--- src/rtl/regfile_pkg.sv ---
// Shared constants and types for the register-file arbiter slice.
package regfile_pkg;

    localparam int XLEN = 64;
    localparam int NREG = 32;
    localparam int AW   = 5;

    typedef enum logic {
        INIT = 1'b0,
        RUN  = 1'b1
    } state_t;

    localparam int REQ_CORE = 0;
    localparam int REQ_DBG  = 1;

endpackage

--- src/rtl/rr_arbiter2.sv ---
// Two-way round-robin arbiter; the lock keeps requester 1 granted across a burst
// as long as it was the most recent winner.
module rr_arbiter2
    import regfile_pkg::*;
(
    input  logic       clk,
    input  logic       reset,
    input  logic [1:0] req,
    input  logic       lock,
    input  logic       grant_en,
    output logic [1:0] gnt
);

    // 1 = requester 1 won most recently, so requester 0 wins the first tie
    logic last;

    always_comb begin
        gnt = 2'b00;
        if (grant_en) begin
            case (req)
                2'b01:   gnt = 2'b01;
                2'b10:   gnt = 2'b10;
                2'b11:   gnt = (last && !lock) ? 2'b01 : 2'b10;
                default: gnt = 2'b00;
            endcase
        end
    end

    always_ff @(posedge clk or negedge reset) begin
        if (!reset) begin
            last <= 1'b1;
        end else if (|gnt) begin
            last <= gnt[REQ_DBG];
        end
    end

endmodule

--- src/rtl/regfile_arbiter.sv ---
// Shares the register file between the core datapath and the debug/loader port,
// and zeroes x1..x31 after reset or on a clear request before allowing access.
//
// state | meaning
// INIT  | clear sequencer writes zero to x1..x31, one register per cycle, no grants
// RUN   | clear finished, requests arbitrated round-robin
module regfile_arbiter
    import regfile_pkg::*;
(
    input  logic            clk,
    input  logic            reset,
    input  logic            clr,
    input  logic            r0_req,
    input  logic            r0_we,
    input  logic [AW-1:0]   r0_rs1,
    input  logic [AW-1:0]   r0_rs2,
    input  logic [AW-1:0]   r0_rd,
    input  logic [XLEN-1:0] r0_wdata,
    input  logic            r1_req,
    input  logic            r1_we,
    input  logic [AW-1:0]   r1_rs1,
    input  logic [AW-1:0]   r1_rs2,
    input  logic [AW-1:0]   r1_rd,
    input  logic [XLEN-1:0] r1_wdata,
    input  logic            r1_lock,
    output logic            r0_gnt,
    output logic            r1_gnt,
    output logic [XLEN-1:0] r0_rdata1,
    output logic [XLEN-1:0] r0_rdata2,
    output logic            r0_rvalid,
    output logic [XLEN-1:0] r1_rdata1,
    output logic [XLEN-1:0] r1_rdata2,
    output logic            r1_rvalid,
    output logic [AW-1:0]   rf_rs1,
    output logic [AW-1:0]   rf_rs2,
    output logic [AW-1:0]   rf_rd,
    output logic [XLEN-1:0] rf_WriteData,
    output logic            rf_RegWrite,
    input  logic [XLEN-1:0] rf_ReadData1,
    input  logic [XLEN-1:0] rf_ReadData2,
    output logic            init_done
);

    localparam logic [AW-1:0] LAST_REG = AW'(NREG - 1);

    state_t        state, state_nx;
    logic [AW-1:0] cnt, cnt_nx;
    logic [1:0]    gnt;
    logic          grant_en;

    // clr wins over any request in the cycle it is seen
    assign grant_en  = reset && (state == RUN) && !clr;
    assign r0_gnt    = gnt[REQ_CORE];
    assign r1_gnt    = gnt[REQ_DBG];
    assign init_done = (state == RUN);

    rr_arbiter2 u_arb (
        .clk      (clk),
        .reset    (reset),
        .req      ({r1_req, r0_req}),
        .lock     (r1_lock),
        .grant_en (grant_en),
        .gnt      (gnt)
    );

    always_comb begin
        state_nx = state;
        cnt_nx   = cnt;
        case (state)
            INIT: begin
                if (cnt == LAST_REG) state_nx = RUN;
                else                 cnt_nx   = cnt + AW'(1);
            end
            RUN: begin
                if (clr) begin
                    state_nx = INIT;
                    cnt_nx   = AW'(1);
                end
            end
            default: state_nx = INIT;
        endcase
    end

    always_ff @(posedge clk or negedge reset) begin
        if (!reset) begin
            state <= INIT;
            cnt   <= AW'(1);
        end else begin
            state <= state_nx;
            cnt   <= cnt_nx;
        end
    end

    always_comb begin
        rf_rs1       = '0;
        rf_rs2       = '0;
        rf_rd        = '0;
        rf_WriteData = '0;
        rf_RegWrite  = 1'b0;
        if (state == INIT) begin
            rf_rd       = cnt;
            rf_RegWrite = reset;
        end else if (gnt[REQ_DBG]) begin
            rf_rs1       = r1_rs1;
            rf_rs2       = r1_rs2;
            rf_rd        = r1_rd;
            rf_WriteData = r1_wdata;
            rf_RegWrite  = r1_we && (r1_rd != '0);
        end else if (gnt[REQ_CORE]) begin
            rf_rs1       = r0_rs1;
            rf_rs2       = r0_rs2;
            rf_rd        = r0_rd;
            rf_WriteData = r0_wdata;
            rf_RegWrite  = r0_we && (r0_rd != '0);
        end
    end

    // Read data is the pre-write value: captured at the same edge that commits the write
    always_ff @(posedge clk or negedge reset) begin
        if (!reset) begin
            r0_rdata1 <= '0;
            r0_rdata2 <= '0;
            r0_rvalid <= 1'b0;
            r1_rdata1 <= '0;
            r1_rdata2 <= '0;
            r1_rvalid <= 1'b0;
        end else begin
            r0_rvalid <= gnt[REQ_CORE];
            r1_rvalid <= gnt[REQ_DBG];
            if (gnt[REQ_CORE]) begin
                r0_rdata1 <= rf_ReadData1;
                r0_rdata2 <= rf_ReadData2;
            end
            if (gnt[REQ_DBG]) begin
                r1_rdata1 <= rf_ReadData1;
                r1_rdata2 <= rf_ReadData2;
            end
        end
    end

endmodule

--- config.mk ---
export PLATFORM = sky130hd
export DESIGN_NAME = regfile_arbiter
export DESIGN_NICKNAME = d
export VERILOG_FILES = /design/src/rtl/regfile_pkg.sv /design/src/rtl/rr_arbiter2.sv /design/src/rtl/regfile_arbiter.sv
export SDC_FILE = /design/constraint.sdc
export NUM_CORES = 1
export LEC_CHECK = 0
export CORE_AREA = 2 2 246 248
export CTS_CLUSTER_DIAMETER = 60
export DETAILED_ROUTE_END_ITERATION = 6
export DIE_AREA = 0 0 248 250
export PLACE_DENSITY = 0.54
export SETUP_SLACK_MARGIN = 0.4
export SLEW_MARGIN = 20
export SYNTH_ARGS = -nofsm -noshare
export SYNTH_HDL_FRONTEND = slang
export SYNTH_SLANG_ARGS = --single-unit
--- constraint.sdc ---
create_clock -name clk -period 2.3 [get_ports clk]
set_clock_uncertainty 0.05 [all_clocks]
set_input_delay 0.575 -clock clk [delete_from_list [all_inputs] [get_ports clk]]
set_output_delay 0.575 -clock clk [all_outputs]
set_load 0.02 [all_outputs]
# Yosys cells after proc, flatten, opt, wreduce, memory -nomap -nowiden
# Cells that the tools add are included.
[totals]
register_bits = 265
inputBits = 294
[op_classes]
n_addsub = 1
eq_ne = 6
muxes = 24
bitwise = 1
reduce_logical = 11
[op_table]
columns = ["cell", "n"]
rows = [
  ["64-bit 2-to-1 mux", 3],
  ["5-bit 2-to-1 mux", 11],
  ["5-bit one-hot mux with 2 select lines", 1],
  ["5-bit nonzero test", 2],
  ["2-bit one-hot mux with 3 select lines", 1],
  ["5-bit by 1-bit adder with 5-bit output, second input constant", 1],
  ["5-bit equality test, second input constant", 1],
  ["1-bit logical AND", 5],
  ["1-bit 2-to-1 mux", 5],
  ["2-bit equality test, second input constant", 2],
  ["2-bit 2-to-1 mux", 2],
  ["2-bit inequality test, second input constant", 2],
  ["2-bit by 1-bit equality test with 1-bit output, second input constant", 1],
  ["1-bit zero test", 2],
  ["1-bit one-hot mux with 2 select lines", 1],
  ["2-bit AND reduction", 1],
  ["2-bit OR reduction", 1],
  ["1-bit inverter", 1],
]

# Depth between registers and ports, before layout
[depth]
word_depth = 8
depth_mapped = 7
depth_no_buf = 7

# Cells and area by module
# From an unflattened synthesis, not the netlist that was laid out.
[unflattened]
cells_unflattened = 784
hier_area_um2 = 11393.4
[modules_own_cells]
columns = ["module", "instances", "cells_per_inst", "area_each_um2", "seq_area_each_um2"]
rows = [
  ["regfile_arbiter", 1, 776, 11318.4, 6607.6],
  ["rr_arbiter2", 1, 8, 75.1, 26.3],
]

# Worst setup path after synthesis
# Ideal clock, no wire load.
[synth_timing]
path_type = "input -> output"
start = "input port clr"
end = "output port rf_rd[2]"
t_arrival_ps = 1751
required_ps = 1675
path_slack_ps = -76
path_stages = 6
n_path_buf = 2
cell_sequence = "and2b_2 > o2111a_2 > buf_6 > buf_6 > a22oi_1 > a21oi_1"
[synth_via]
elab_chain_cells = 6
[synth_rtl]
columns = ["element", "line_no", "text"]
rows = [
  ["start, declared", "regfile_arbiter.sv:12", "input logic clr,"],
  ["1-bit zero test (*)", "regfile_arbiter.sv:52", "assign grant_en = reset && (state == RUN) && !clr;"],
  ["1-bit logical AND (*)", "regfile_arbiter.sv:52", ""],
  ["2-bit 2-to-1 mux (*)", "rr_arbiter2.sv:19", "if (grant_en) begin"],
  ["5-bit 2-to-1 mux", "regfile_arbiter.sv:109", "end else if (gnt[REQ_CORE]) begin"],
  ["5-bit 2-to-1 mux (*)", "regfile_arbiter.sv:103", "end else if (gnt[REQ_DBG]) begin"],
  ["5-bit 2-to-1 mux (*)", "regfile_arbiter.sv:100", "if (state == INIT) begin"],
  ["end, declared", "regfile_arbiter.sv:36", "output logic [AW-1:0] rf_rd,"],
]
# Mark *: on every way between the ends. The rest lies on a longest branch, timed or not.

# Worst setup path in the final report
[layout_timing]
start = "register u_arb.last"
end = "output port rf_rs1[1]"
[layout_via]
elab_chain_cells = 7
[layout_rtl]
columns = ["element", "line_no", "text"]
rows = [
  ["start, declared", "rr_arbiter2.sv:15", "logic last;"],
  ["start signal, assigned", "rr_arbiter2.sv:33", "last <= gnt[REQ_DBG];"],
  ["1-bit logical AND (*)", "rr_arbiter2.sv:23", "2'b11: gnt = (last && !lock) ? 2'b01 : 2'b10;"],
  ["2-bit 2-to-1 mux (*)", "rr_arbiter2.sv:23", ""],
  ["2-bit one-hot mux with 3 select lines (*)", "rr_arbiter2.sv:20", "case (req)"],
  ["2-bit 2-to-1 mux (*)", "rr_arbiter2.sv:19", ""],
  ["5-bit 2-to-1 mux", "regfile_arbiter.sv:109", ""],
  ["5-bit 2-to-1 mux (*)", "regfile_arbiter.sv:103", ""],
  ["5-bit 2-to-1 mux (*)", "regfile_arbiter.sv:100", ""],
  ["end, declared", "regfile_arbiter.sv:34", "output logic [AW-1:0] rf_rs1,"],
]
# Marks and branches as above.

==> impl_metrics.csv <==
group,metric,value,unit
floorplanning,dieWidth,248,um
synth,ys_ff_latch,265,
route,first_pass_iters,4,
timing,layout_min_cycle_time,2.826,ns
floorplanning,dieArea,62000,um^2
synth,syn_avg_cell_area,16.36,um^2
timing,final_hold_viol_count,0,
finish,layout-drive-gt1-share,39.85,%
run_status,status,"complete, but fails checks",
pwr,leakagePower,11.92,nW
synth,synth.area.top_cells,"dfrtp_1 (58%), mux2_2 (14%), mux2_4 (13%), a22o_1 (5.9%), buf_12 (1.9%)",
synth,syn_area,11320,um^2
grt,track_usage,13.99,%
pwr,power_density,896.3,nW/um^2
place,hpwl,31.25,mm
route,routed_via_density,4.013,
timing,final_max_slew_viol_count,0,
worst_setup_path,path_class,"register to primary output",
finish,nets,1703,
hold_path,min_path_type,"input pin to async pin",
clock_tree,htreeDepth,2,
worst_setup_path,worstSetupEndpointType,"primary output",
synth,synth_nets,988,
synth,synth.largest_area_cell,"dfrtp_1",
route,drcViolationCount,0,
synth,synthArstFlopShare,100.0,%
job,max_cap_viol_count,0,
timing,slew_headroom,46.53,%
clock_tree,cts_tree,"yes",
grt,grt_first_pass_wirelength,64.63,mm
floorplanning,dieHeight,250,um
synth,ys.flop_type,"dfrtp_1",
grt,grt_max_degree,135,
route,avgRoutedWirePerCell,20.59,um
timing,worstMarginPinSlew,0.8020,ns
timing,period_share,122.9,%
place,gp_routability_congestion,0.8245,
clock_tree,cts_root_buf,"clkbuf_16",
floorplanning,start_util,19.01,%
worst_setup_path,timing.rr.start,"u_arb.last",
clock_tree,cts.clk_slew.worst_paths,0.05,ns
synth,yosysWarningCount,0,
route,drt_iter0_drc,286,
worst_setup_path,r2r_setup_slack,0.09,ns
clock_tree,clk_latency,0.51,ns
timing,setup_viol_count_final,82,
route,drt-total-wl,45.69,mm
worst_setup_path,critPathArrivalTime,2.20,ns
timing,hold_slack,0.2795,ns
worst_setup_path,reg2reg_to,"r0_rdata2[53]",
finish,final_common_cell,"clkdlybuf4s50_1",
route,ant_nets,0,
pwr,ir_worst_vdd,692.5,uV
grt,antenna_found_initial,5,
floorplanning,fp-row-count,90,
timing,rsz0062_at_grt,"yes",
place,io_buffers,634,
synth,seq_area_frac_synth,58.59,%
clock_tree,clock-sinks,265,
synth,synth_edf_count,0,
place,pre_cts_slack,-1.011,ns
synth,netlist_instances,692,
floorplanning,core_region_area,59570,um^2
clock_tree,clock_path_buffers,3,
worst_setup_path,r2r_cells,6,
run_status,violations,"setup timing",
synth,synthDominantCellAreaShare,58.13,%
synth,ys_types,31,
grt,grt-ovfl-total,0,
floorplanning,ios,635,
route,vias,8905,
finish,layout_common_cells,"clkdlybuf4s50_1 (399), dfrtp_1 (261), mux2_2 (138), dlymetal6s2s_1 (138), mux2_4 (109)",
timing,fmax,353.9,MHz
finish,final.fill_count,5690,
grt,grt_pass1_vias,9943,
finish,area_growth,93.97,%
worst_setup_path,cp_data_required_time,1.67,ns
worst_setup_path,worstPathMaxFanout,6,
timing,final.setup.worst_slack,-0.5258,ns
worst_setup_path,start_kind,"register",
clock_tree,cts_buffers,36,
metrics by stage:
step           instance area, um^2  power (mW)  setup TNS, ns  util (%)  instances
3_3_place_gp                 19350       14.48        -218.55     32.48       2108
4_1_cts                      21170       20.18         -40.96     35.54       2199
2_1_floorplan                12000       10.28              0         -        692
3_5_place_dp                 19350       14.56        -226.31     32.48       2108
5_1_grt                      21960       20.66         -43.76     36.87       2219
6_report                     21960       19.68         -36.34     36.87       2219
worst max-delay path by stage:
stage                from               end  slack [ns]  cells after the start
2_1_floorplan         clr          rf_rd[2]        0.11                      6
3_3_place_gp       r1_req  rf_WriteData[63]       -0.96                      7
3_5_place_dp       r1_req   rf_WriteData[2]       -1.01                      7
4_1_cts        u_arb.last         rf_rs1[1]       -0.62                      8
5_1_grt        u_arb.last         rf_rs1[1]       -0.60                      8
6_report       u_arb.last         rf_rs1[1]       -0.53                      8
critical path, stage by stage (launching register included):
cell	delay [ns]
dfstp_2	0.54
nor2b_4	0.17
a211oi_4	0.08
buf_6	0.15
buf_12	0.15
buf_8	0.12
buf_6	0.11
a22o_4	0.23
buf_6	0.13
flip-flops by register name, indices dropped and copies added, names as in the netlist:
register    cells
cnt             5
init_done       1
r0_rdata1      64
r0_rdata2      64
r0_rvalid       1
r1_rdata1      64
r1_rdata2      64
r1_rvalid       1
u_arb.last      1
cells by family (layout without fill, tap and decap cells):
kind of cell               after synthesis  after routing  synth area share, %
AOI/OAI and AO/OA                       98             98                7.161
and+or+nand+nor                         16             16               0.8067
other                                    0              4                    0
adders and majority gates                2              2               0.2210
DFF                                    265            265                58.59
muxes                                  258            258                28.95
buffers and inverters                   53            794                4.266
what timing repair did:
item / in CTS / in global routing
gates resized for setup: 501 / 224
hold buffers: 1 / 0
buffers inserted: 7 / 8
pin swaps: 7 / 21
endpoints found under the setup margin: 591 / 633
cloned: 19 / 8
hold endpoints to repair: 1 / 0
layout make-up:
type	count	area (um^2)	area share, %
Tap cell	782	978.4	4.455
Antenna cell	4	10.01	0.04558
Multi-Input combinational cell	374	4913	22.37
Clock inverter	12	120.1	0.5469
Clock buffer	52	1011	4.603
Sequential cell	265	6636	30.22
Timing Repair Buffer	724	8269	37.65
Inverter	6	22.52	0.1026
synthesized netlist by cell type (2+ instances only):
library cell    n
a22oi_1         5
buf_6           3
dfrtp_1       263
buf_2          15
ha_1            2
nor2_1          3
buf_12         11
o21ai_0        11
mux2_2        138
inv_1           6
a22o_1         76
dfstp_2         2
mux2_1         18
mux2i_1         2
nand2_1         3
mux2_4        100
nor2b_1         2
or4_1           2
nand2b_1        2
buf_4          17
routing by layer:
layer	vias up	wire length (um)	global-route usage [%]
met2	392	23420	24.60
li1	4006	-	-
met5	-	0	0
met3	56	3626	4.474
met1	4451	17550	15.76
met4	0	1096	4.808
power by group:
part,total [mW],switching [mW],internal (mW),leakage (nW)
Combinational,7.52,3.46,4.06,7.81
Sequential,6.84,0.766,6.08,3.56
Clock,5.32,2.13,3.19,0.547
Total,19.7,6.35,13.3,11.9
No activity file was read; power rests on OpenSTA's default activity.
